### config.mk
export PLATFORM = sky130hd
export DESIGN_NAME = serial_adder
export DESIGN_NICKNAME = d
export VERILOG_FILES = /design/src/rtl/serial_adder_pkg.sv /design/src/rtl/serial_adder_fa.sv /design/src/rtl/serial_adder.sv
export SDC_FILE = /design/constraint.sdc
export NUM_CORES = 1
export LEC_CHECK = 0
export BUFFER_PORTS_ARGS = -buffer_cell sky130_fd_sc_hd__buf_2
export CAP_MARGIN = 5
export CORE_MARGIN = 2
export CORE_UTILIZATION = 57
export CTS_BUF_LIST = sky130_fd_sc_hd__clkbuf_4
export DETAILED_ROUTE_END_ITERATION = 7
export GPL_TIMING_DRIVEN = 0
export PLACE_DENSITY = 0.81
export SLEW_MARGIN = 20
export SYNTH_ARGS = -nofsm -noshare
export SYNTH_HDL_FRONTEND = slang
export SYNTH_SLANG_ARGS = --single-unit
### constraint.sdc
create_clock -name clk -period 1.8 [get_ports clk]
set_input_delay 0.27 -clock clk [delete_from_list [all_inputs] [get_ports clk]]
set_output_delay 0.27 -clock clk [all_outputs]
set_load 0.02 [all_outputs]
### src/rtl/serial_adder_pkg.sv
// Shared definitions for the bit-serial adder: FSM state encoding.
package serial_adder_pkg;

  typedef enum logic [1:0] {
    IDLE = 2'b00,
    RUN  = 2'b01,
    DONE = 2'b10
  } state_t;

endpackage

### src/rtl/serial_adder_fa.sv
// Gate-level one-bit full adder cell used by the serial adder datapath.
module structuralFullAdder (
  input  logic a,
  input  logic b,
  input  logic carryin,
  output logic sum,
  output logic carryout
);

  logic axb;
  logic gen;
  logic prop;

  xor x_half (axb, a, b);
  xor x_sum  (sum, axb, carryin);
  and a_gen  (gen, a, b);
  and a_prop (prop, axb, carryin);
  or  o_cout (carryout, gen, prop);

endmodule

### src/rtl/serial_adder.sv
// Bit-serial adder: one operand bit per RUN cycle through a gate-level full adder,
// result presented after WIDTH cycles with a one-cycle done pulse.
module serial_adder
  import serial_adder_pkg::*;
#(
  parameter int unsigned WIDTH = 8
) (
  input  logic             clk,
  input  logic             rst_n,
  input  logic             start,
  input  logic [WIDTH-1:0] a,
  input  logic [WIDTH-1:0] b,
  input  logic             carryin,
  output logic             busy,
  output logic             done,
  output logic [WIDTH-1:0] sum,
  output logic             carryout
);

  localparam int unsigned CW = (WIDTH > 1) ? $clog2(WIDTH) : 1;
  localparam logic [CW-1:0] LAST = CW'(WIDTH - 1);

  state_t           state;
  logic [WIDTH-1:0] a_sr;
  logic [WIDTH-1:0] b_sr;
  logic [WIDTH-1:0] res_sr;
  logic             carry;
  logic [CW-1:0]    count;
  logic             s_bit;
  logic             c_bit;

  structuralFullAdder u_fa (
    .a        (a_sr[0]),
    .b        (b_sr[0]),
    .carryin  (carry),
    .sum      (s_bit),
    .carryout (c_bit)
  );

  always_ff @(posedge clk or negedge rst_n) begin
    if (!rst_n) begin
      state    <= IDLE;
      a_sr     <= '0;
      b_sr     <= '0;
      res_sr   <= '0;
      carry    <= 1'b0;
      count    <= '0;
      busy     <= 1'b0;
      done     <= 1'b0;
      sum      <= '0;
      carryout <= 1'b0;
    end else begin
      case (state)
        IDLE: begin
          if (start) begin
            a_sr  <= a;
            b_sr  <= b;
            carry <= carryin;
            count <= '0;
            busy  <= 1'b1;
            state <= RUN;
          end
        end
        RUN: begin
          res_sr <= {s_bit, res_sr[WIDTH-1:1]};
          a_sr   <= a_sr >> 1;
          b_sr   <= b_sr >> 1;
          carry  <= c_bit;
          count  <= count + CW'(1);
          // Final bit is taken straight from the cell so sum lands on this same edge.
          if (count == LAST) begin
            sum      <= {s_bit, res_sr[WIDTH-1:1]};
            carryout <= c_bit;
            busy     <= 1'b0;
            done     <= 1'b1;
            state    <= DONE;
          end
        end
        DONE: begin
          done  <= 1'b0;
          state <= IDLE;
        end
        default: begin
          busy  <= 1'b0;
          done  <= 1'b0;
          state <= IDLE;
        end
      endcase
    end
  end

endmodule

==> results.cfg <==
[placement]
port_buffers = 29
dp_cells = 214
dp_hpwl_mm = 2.49
place_congestion = 0.752

[die]
die-area_um2 = 3530
rows = 20
initial_core_util_pct = 58.9
core_um2 = 2980
ios = 31
die_x_um = 59.5
die_h_um = 59.5

[timing]
finalClockSkew_ns = 0.00875
slew_viol_final = 0
tns_ns = 0
max_freq_ghz = 0.670
setup_viol = 0
rsz0062_at_grt = false
worst_pin_slew_ns = 0.859
fin_crit_sh_pct = 82.9
finalHoldViolCount = 0
slew-limit-headroom_pct = 42.7
min_period_ns = 1.49

[finish]
n_antenna_cell = 0
fillers = 243
area_growth_pct = 13.8
final_cell_mix = dfrtp_1, buf_2, nand2_1
multiInputGateArea_um2 = 681
final_common_cell = dfrtp_1
final_cell_count_no_fill = 222
final_nets = 211
seqCellArea_um2 = 1000
drive_gt1_share_pct = 30.7

[cts]
ctsHoldBuffers = 0
cts_resized = 0
cts_made_buffers = 5
cts_sinks = 40
root_buffer = clkbuf_4
clk_pin_slew_ns = 0.11
postCtsSetupRepairBufs = 0
tritoncts = built
clockBufferDepth = 2
clock_latency_ns = 0.36
htreeDepth = 2

[synth]
synth_fp_nets = 175
synth-compound-area-share_pct = 17.3
yosys_warnings = 0
synth_edf_count = 0
synth_top_family_by_area = compound AO/OA/AOI/OAI gates
synth-seq-area-share_pct = 57.1
syn_inst = 152
synthXorXnorAreaFrac_pct = 0
synth-seq-cells = 40
synthSimpleGateAreaFrac_pct = 11.2
synth-async-reset-ratio_pct = 100
yosys_most_used_dff = dfrtp_1
synth_mux_area_share_pct = 7.71
synth_cell_types = 24
avgSynthCellArea_um2 = 11.5
synth_area_um2 = 1750
synthAdderAreaFrac_pct = 2.57

[global_routing]
grt_usage_pct = 22.4
grt_pass1_vias = 1265
grt.overflow.total = 0
grt_pass1_wl_mm = 5.82
grt_start_max_net_pins = 41
antenna_found_initial = 0

[setup_path]
criticalPathCategory = flop to flop
crit_required_ns = 2.04
cp-start-kind = flop
worstPathArrival_ns = 1.74
crit_fanout = 10
end_kind = flop

[power]
swShare_pct = 38.2
powerDensity_nw_per_um2 = 1780
p_comb_share_pct = 42.4
peakVddDrop_uv = 716
p_leak_nw = 0.974
p_clk_share_pct = 13.0
pwr-share-seq_pct = 44.6
p_switching_mw = 1.36
internal_power_mw = 2.20

[drt]
vias = 1337
antenna_left = 0
drtIter0Drc = 63
drc = 0
routedWlPerCell_um = 15.5
drt-total-wl_mm = 3.44
viasPerCell = 6.02
drtPass1Iterations = 4

[flow_run]
maxCapViolCount = 0

[worst_hold_path]
hold_class = input pin to async pin

[outcome]
status = complete, no violations
==> through the flow <==
| step | total power [mW] | worst slack (ns) | hold WS, ns | util (%) | instance area (µm²) |
|---|---|---|---|---|---|
| floorplan | 2.69 | 0.425 | -0.0256 | - | 1750 |
| global placement | 3.01 | 0.358 | 0.420 | 65.1 | 1940 |
| detailed placement | 3.12 | 0.339 | 0.429 | 65.1 | 1940 |
| CTS | 3.57 | 0.315 | 0.0427 | 67.0 | 2000 |
| global route | 3.82 | 0.276 | 0.0614 | 67.0 | 2000 |
| finish | 3.56 | 0.307 | 0.00967 | 67.0 | 2000 |
==> routing by layer <==
| metal | GRT usage, % | routed length, µm | up-vias |
|---|---|---|---|
| met2 | 35.8 | 1800 | 45 |
| met4 | 10.7 | 66 | 0 |
| met5 | 0 | 0 | - |
| li1 | - | - | 616 |
| met3 | 4.59 | 166 | 7 |
| met1 | 29.0 | 1400 | 669 |
==> final timing paths <==
path                       startpoint         to  slack [ns]  cells past startpoint
max in group asynchronous       rst_n  res_sr[6]        1.24                      1
min in group clk                 b[7]    b_sr[7]        0.17                      3
min                             rst_n     sum[0]        0.01                      1
max                          count[0]     sum[4]        0.31                      4
min reg2reg                 res_sr[1]  res_sr[1]        0.50                      2
max reg2reg                  count[0]     sum[4]        0.31                      4
==> critical path: stages, from the launching register on <==
cell	delay, ns
dfrtp_1	0.42
ha_1	0.21
ha_1	0.28
nand2_8	0.16
mux2_4	0.31
==> power groups by stage <==
stage	Clock (mW)	Combinational, mW	Sequential [mW]
final	0.463	1.51	1.59
after global routing	0.508	1.67	1.64
after CTS	0.471	1.51	1.59
after detailed placement	0	1.52	1.60
after global placement	0	1.43	1.58
after floorplan	0	1.01	1.68
==> state kept, by name, indices dropped and copies added (netlist names) <==
name and flops:
count 3, done 1, busy 1, b_sr 8, carryout 1, res_sr 7
sum 8, carry 1, state 2, a_sr 8
==> cell type report <==
class,instances,share of cell area [%]
Sequential cell,40,50.2
Clock inverter,1,0.188
Clock buffer,7,2.63
Inverter,3,0.564
Timing Repair Buffer,29,7.27
Multi-Input combinational cell,99,34.1
Tap cell,33,2.07
Buffer,10,3.01
==> kinds of logic (layout without fill, tap and decap cells) <==
group                    count (synthesis)  count (layout)
AO/OA/AOI/OAI                           47              47
adder cells (fa/ha/maj)                  3               3
buffers and inverters                   13              50
flip-flops                              40              40
multiplexers                             9               9
AND/OR/NAND/NOR                         40              40
==> Yosys cell counts, types with 2 or more instances <==
master	n	area, µm²
nand2b_1	4	25.0
mux2_4	9	135
nor2_1	5	18.8
a2bb2oi_1	2	17.5
nand2_1	25	93.8
dfrtp_1	40	1000
a22o_1	2	17.5
inv_1	3	11.3
ha_1	2	25.0
o21ai_0	4	20.0
nand3b_1	3	22.5
o22ai_1	22	138
buf_2	6	30.0
clkbuf_1	2	7.51
o221a_2	3	33.8
a21oi_1	12	60.1
Note: power is estimated with default switching activity, not from simulation.
